$ cat src/rtl/dio24_timing_pkg.sv
// dio24_timing_pkg: state encoding, default widths and sample field layout
// shared by the dio24 timed output stage.
package dio24_timing_pkg;
    typedef enum logic [1:0] {IDLE, RUN, END, ERROR} state_t;
    localparam int DEF_TIME_BITS = 32;
    localparam int DEF_DATA_BITS = 32;
    localparam int DEF_STREAM_DATA_WIDTH = DEF_TIME_BITS + DEF_DATA_BITS;
    localparam int TIME_LSB = 0;
    function automatic int data_lsb(input int time_bits);
        return TIME_LSB + time_bits;
    endfunction
endpackage

$ cat src/rtl/dio24_timing_hold.sv
// dio24_timing_hold: one-entry sample holding register between the FIFO
// stream and the timed output; refills in the same cycle it is consumed.
module dio24_timing_hold
    import dio24_timing_pkg::*;
#(
    parameter int STREAM_DATA_WIDTH = DEF_STREAM_DATA_WIDTH,
    parameter int TIME_BITS = DEF_TIME_BITS,
    parameter int DATA_BITS = DEF_DATA_BITS
) (
    input  logic                         clock,
    input  logic                         reset_n,
    input  logic                         clear,
    input  logic                         accept_en,
    input  logic                         consume,
    input  logic [STREAM_DATA_WIDTH-1:0] in_data,
    input  logic                         in_valid,
    output logic                         in_ready,
    output logic                         hold_valid,
    output logic [TIME_BITS-1:0]         hold_time,
    output logic [DATA_BITS-1:0]         hold_data
);
    logic load;
    assign in_ready = accept_en & (~hold_valid | consume);
    assign load = in_valid & in_ready;
    always_ff @(posedge clock or negedge reset_n) begin
        if (!reset_n) begin
            hold_valid <= 1'b0;
            hold_time <= '0;
            hold_data <= '0;
        end else if (clear) begin
            hold_valid <= 1'b0;
        end else if (load) begin
            hold_valid <= 1'b1;
            hold_time <= in_data[TIME_LSB +: TIME_BITS];
            hold_data <= in_data[data_lsb(TIME_BITS) +: DATA_BITS];
        end else if (consume) begin
            hold_valid <= 1'b0;
        end
    end
endmodule

$ cat src/rtl/dio24_timing.sv
// dio24_timing: board timer that releases held samples when their time matches.
// Define DIO24_TIMING_LATE_CHECK_EN to trap late samples into ERROR instead of firing them.
module dio24_timing
    import dio24_timing_pkg::*;
#(
    parameter int STREAM_DATA_WIDTH = DEF_STREAM_DATA_WIDTH,
    parameter int TIME_BITS = DEF_TIME_BITS,
    parameter int DATA_BITS = DEF_DATA_BITS
) (
    input  logic                         clock,
    input  logic                         reset_n,
    input  logic                         run,
    input  logic [31:0]                  num_samples,
    input  logic [STREAM_DATA_WIDTH-1:0] in_data,
    input  logic                         in_valid,
    output logic                         in_ready,
    output logic [DATA_BITS-1:0]         out_data,
    output logic                         out_strobe,
    output logic [TIME_BITS-1:0]         board_time,
    output logic                         status_run,
    output logic                         status_end,
    output logic                         status_err
);
    state_t state, state_next;
    logic armed;
    logic [31:0] count, num_latch;
    logic hold_valid;
    logic [TIME_BITS-1:0] hold_time;
    logic [DATA_BITS-1:0] hold_data;
    logic in_run, leaving, fire, late, last;

    assign in_run = state == RUN;
    assign leaving = (state != IDLE) && !run;
    assign last = count + 32'd1 == num_latch;
    assign status_run = in_run;
    assign status_end = state == END;

`ifdef DIO24_TIMING_LATE_CHECK_EN
    assign late = in_run & run & hold_valid & (hold_time < board_time);
    assign fire = in_run & run & hold_valid & (hold_time == board_time);
    assign status_err = state == ERROR;
`else
    // Without the check a late sample simply goes out at once and is counted.
    assign late = 1'b0;
    assign fire = in_run & run & hold_valid & (hold_time <= board_time);
    assign status_err = 1'b0;
`endif

    always_comb begin
        state_next = state;
        if (leaving)
            state_next = IDLE;
        else if (state == IDLE && run && num_samples != 32'd0)
            state_next = RUN;
        else if (late)
            state_next = ERROR;
        else if (fire && last)
            state_next = END;
    end

    // armed keeps in_ready low until the first edge after reset release
    always_ff @(posedge clock or negedge reset_n) begin
        if (!reset_n) begin
            state <= IDLE;
            armed <= 1'b0;
            board_time <= '0;
            count <= '0;
            num_latch <= '0;
            out_data <= '0;
            out_strobe <= 1'b0;
        end else begin
            state <= state_next;
            armed <= 1'b1;
            out_strobe <= fire;
            if (fire)
                out_data <= hold_data;
            if (state == IDLE && state_next == RUN)
                num_latch <= num_samples;
            if (state_next == IDLE) begin
                board_time <= '0;
                count <= '0;
            end else begin
                if (in_run)
                    board_time <= board_time + TIME_BITS'(1);
                if (fire)
                    count <= count + 32'd1;
            end
        end
    end

    dio24_timing_hold #(
        .STREAM_DATA_WIDTH(STREAM_DATA_WIDTH),
        .TIME_BITS(TIME_BITS),
        .DATA_BITS(DATA_BITS)
    ) u_hold (
        .clock(clock),
        .reset_n(reset_n),
        .clear(leaving),
        .accept_en(armed & (state == IDLE || in_run) & ~leaving),
        .consume(fire),
        .in_data(in_data),
        .in_valid(in_valid),
        .in_ready(in_ready),
        .hold_valid(hold_valid),
        .hold_time(hold_time),
        .hold_data(hold_data)
    );
endmodule
$ cat config.mk
export PLATFORM = sky130hd
export DESIGN_NAME = dio24_timing
export DESIGN_NICKNAME = d
export VERILOG_FILES = /design/src/rtl/dio24_timing_pkg.sv /design/src/rtl/dio24_timing_hold.sv /design/src/rtl/dio24_timing.sv
export SDC_FILE = /design/constraint.sdc
export NUM_CORES = 1
export LEC_CHECK = 0
export CAP_MARGIN = 40
export CORE_MARGIN = 2
export CORE_UTILIZATION = 54
export CTS_BUF_LIST = sky130_fd_sc_hd__clkbuf_16
export CTS_CLUSTER_SIZE = 14
export DETAILED_ROUTE_END_ITERATION = 8
export PLACE_DENSITY = 0.78
export SLEW_MARGIN = 10
export SYNTH_ARGS = -nofsm -noshare
export SYNTH_HDL_FRONTEND = slang
export SYNTH_SLANG_ARGS = --single-unit
$ cat constraint.sdc
create_clock -name clock -period 3.6 [get_ports clock]
set_clock_uncertainty 0.1 [all_clocks]
set_input_delay 0.72 -clock clock [delete_from_list [all_inputs] [get_ports clock]]
set_output_delay 0.72 -clock clock [all_outputs]
set_load 0.02 [all_outputs]
==> flow_metrics.tcl <==
set metrics [dict create \
    ys_types 70 \
    p_int_mw 4.81 \
    pwr-share-clk_pct 27.5 \
    relSlewSlack_pct 50.3 \
    max_freq_mhz 285 \
    slowest_stage "dfrtp_1" \
    drt_iter0_drc 558 \
    dpl.hpwl_um 17500 \
    nNetsFinal 1292 \
    syn-instance-count 985 \
    worstPathRequired_ns 2.78 \
    grt_max_degree 73 \
    power.leakage_nw 5.26 \
    p_seq_share_pct 43.7 \
    syn_area_per_cell_um2 10.4 \
    finalPower_mw 7.15 \
    start_kind "flop" \
    numCtsBuffers 17 \
    overflow 0 \
    die_w_um 142 \
    synthTopCellsByArea "dfrtp_1 48%, mux2_2 9.6%, xnor2_1 6.9%" \
    syn_nets 1119 \
    maxSlewViolCount 0 \
    wirelength_um 24700 \
    tightest_slew_ns 0.740 \
    ys_warn_count 0 \
    setup_viol 0 \
    crit_type "reg2out" \
    comb_power_share_pct 28.8 \
    rows 50 \
    dieArea_um2 20100 \
    wl_per_cell_um 17.6 \
    clockBufferDepth 2 \
    timing.final.crit_share_pct 97.4 \
    end_kind "output port" \
    ant_nets 0 \
    tritoncts "yes" \
    ioPinCount 169 \
    swShare_pct 32.7 \
    max_stage_delay_ns 0.40 \
    synth_edf_count 0 \
    die_h_um 142 \
    dp.cells 1368 \
    ys.flop_type "dfrtp_1" \
    yosysTopAreaCellShare_pct 48.1 \
    area_growth_syn_to_layout_pct 26.1 \
    core-area_um2 18600 \
    synth_top_area_cell "dfrtp_1" \
    path_max_fanout 4 \
    stdcell_area_um2 12900 \
    cts.sinks 197 \
    met1_usage_pct 33.1 \
    clockRootBuffer "clkbuf_16" \
    max_cap_viol_count 0 \
    async_reset_ff_share_pct 100 \
    yosysSeqAreaShare_pct 48.1 \
    synth-seq-cells 197 \
    clk_pin_slew_ns 0.08 \
    portBuffers 167 \
    crit_arrival_ns 2.69 \
    finalSetupTns_ns 0 \
    power_density_nw_per_um2 553 \
    ir_drop_uv 368 \
    finalHoldViolations 0 \
    n_antenna_cell 0 \
    power_switching_mw 2.33 \
    period_needed_ns 3.51 \
    grt_usage_pct 25.5 \
    hold_path.class "in2async" \
    dpl_cell_area_um2 12200 \
    path_buf_inv 2 \
    syn_area_um2 10200 \
    antenna_found_initial 0 \
    drc 0 \
    drive_gt1_share_pct 15.6 \
    busiest_layer "met2" \
    cp_cell_sequence "inv_1 -> ha_1 -> nand4_1 -> nor3_1 -> a221o_1 -> o31a_1 -> o21ai_1 -> and2_1 -> clkbuf_2" \
    gp_congestion 0.888 \
    crit_family "compound AO/OA/AOI/OAI gates" \
    first_pass_iters 5 \
    htree_levels 4 \
    clock_latency_ns 0.44 \
    dr_total_vias 7876 \
    outcome "finished clean" \
    met2_usage_pct 41.5 \
    avgViaCountPerCell 5.61 \
    grt_pass1_vias 7857 \
    layoutNonFillerInstCount 1405 \
    start_util_pct 54.9 \
    use_met3_pct 6.45 \
    grt_pass1_wl_um 40700 \
]
==> worst paths after layout <==
path | depth (start not counted) | to | slack [ns] | startpoint
setup / recovery | 9 | in_ready | 0.09 | board_time[29]
hold / removal | 1 | count[18] | 0.17 | reset_n
setup reg to reg | 11 | state[0] | 0.33 | board_time[29]
hold reg to reg | 2 | out_data[1] | 0.37 | out_data[1]
max in group asynchronous | 2 | out_data[0] | 2.39 | reset_n
min in group clock | 2 | out_data[1] | 0.37 | out_data[1]
==> cell usage after synthesis (all sizes together) (4+ instances only) <==
cell and number:
o31ai 6, mux2 96, and4 9, a21oi 25
o21ai 12, xor2 12, nand3 35, inv 40
nand2 132, nor4 31, nor4b 6, nor3 21
or2 5, nand4 28, ha 34, a211oi 4
o21a 4, dfrtp 197, nor3b 8, nor2b 7
and3 10, buf 30, a21o 4, xnor2 81
a2111oi 4, or4 5, clkbuf 18, or3 6
nor2 77
==> state kept, by name, summed over array words and instances, names as in the netlist <==
| register | cells |
|---|---|
| board_time | 32 |
| count | 32 |
| num_latch | 32 |
| out_data | 32 |
| u_hold.hold_data | 32 |
| u_hold.hold_time | 32 |
| state | 2 |
| armed | 1 |
| out_strobe | 1 |
| u_hold.hold_valid | 1 |
==> layout make-up <==
| cell class | instances | area (um2) |
|---|---|---|
| multi-input cells | 699 | 4930 |
| inverters | 41 | 154 |
| flip-flops and latches | 197 | 4930 |
| clock buffers | 17 | 425 |
| repair buffers | 202 | 2000 |
| fillers | 1448 | 5730 |
| well taps | 234 | 293 |
| clock inverters | 15 | 185 |
==> logic make-up (layout without fill, tap and decap cells) <==
logic type,count (synthesis),count (layout),synth area share (%)
other,2,2,0.0733
adders and majority gates,34,34,4.15
xor gates and xnor gates,93,93,7.95
DFF,197,197,48.1
AOI/OAI and AO/OA,84,84,5.51
buffers and inverters,89,275,4.21
and+or+nand+nor,389,389,19.3
muxes,97,97,10.7
==> cell usage in the layout (no fill, tap or decap), types with 6 or more instances in the layout <==
cell type,synthesis,layout
nor4b_1,6,6
nand4_1,28,28
ha_1,34,34
inv_1,40,40
xnor2_1,81,81
nor2b_1,7,7
nor3b_1,8,8
nor3_1,21,21
mux2_2,87,87
o21ai_0,11,10
nor4_1,27,25
clkdlybuf4s50_1,0,165
nand3_1,32,31
and3_1,8,8
and4_1,7,7
xor2_1,12,12
nor2_1,77,77
mux2_1,9,9
nand2_1,131,131
clkbuf_16,0,17
dfrtp_1,197,197
a21oi_1,25,25
buf_4,5,30
==> metal layers <==
| metal | share of wire [%] | up-vias |
|---|---|---|
| met3 | 5.8 | 53 |
| met5 | 0 | - |
| met2 | 48 | 211 |
| met1 | 43 | 3830 |
| met4 | 3.0 | 0 |
| li1 | - | 3782 |
==> repair_timing <==
item,in CTS,in global routing
pin swaps,2,4
gates resized for setup,6,4
setup endpoints to repair,1,1
hold endpoints to repair,0,0
buffers inserted,0,5
hold buffers,0,0
==> worst reg2reg max path: cells and delay by family (launching register included) <==
family	cells	cell delay [ns]
buffers and inverters	3	0.55
AOI/OAI and AO/OA	4	1.15
DFF	1	0.40
adders and majority gates	1	0.31
and+or+nand+nor	3	0.62
==> power groups by stage <==
stage	Combinational (mW)	Clock, mW	Sequential [mW]
3_5_place_dp	2.04	0	3.17
3_3_place_gp	1.97	0	3.14
6_report	2.05	1.97	3.12
5_1_grt	2.26	2.10	3.20
4_1_cts	2.06	2.01	3.13
2_1_floorplan	1.01	0	3.29
==> through the flow <==
step / worst slack (ns) / hold WS (ns) / util, %
finish: 0.0943 / 0.173 / 69.3
global route: -0.0184 / 0.206 / 69.3
CTS: 0.0146 / 0.183 / 69.1
detailed placement: -0.0263 / 0.354 / 65.7
global placement: -0.0188 / 0.345 / 65.7
floorplan: 0.587 / 0.324 / -
Power figures use the tool's default switching activity.
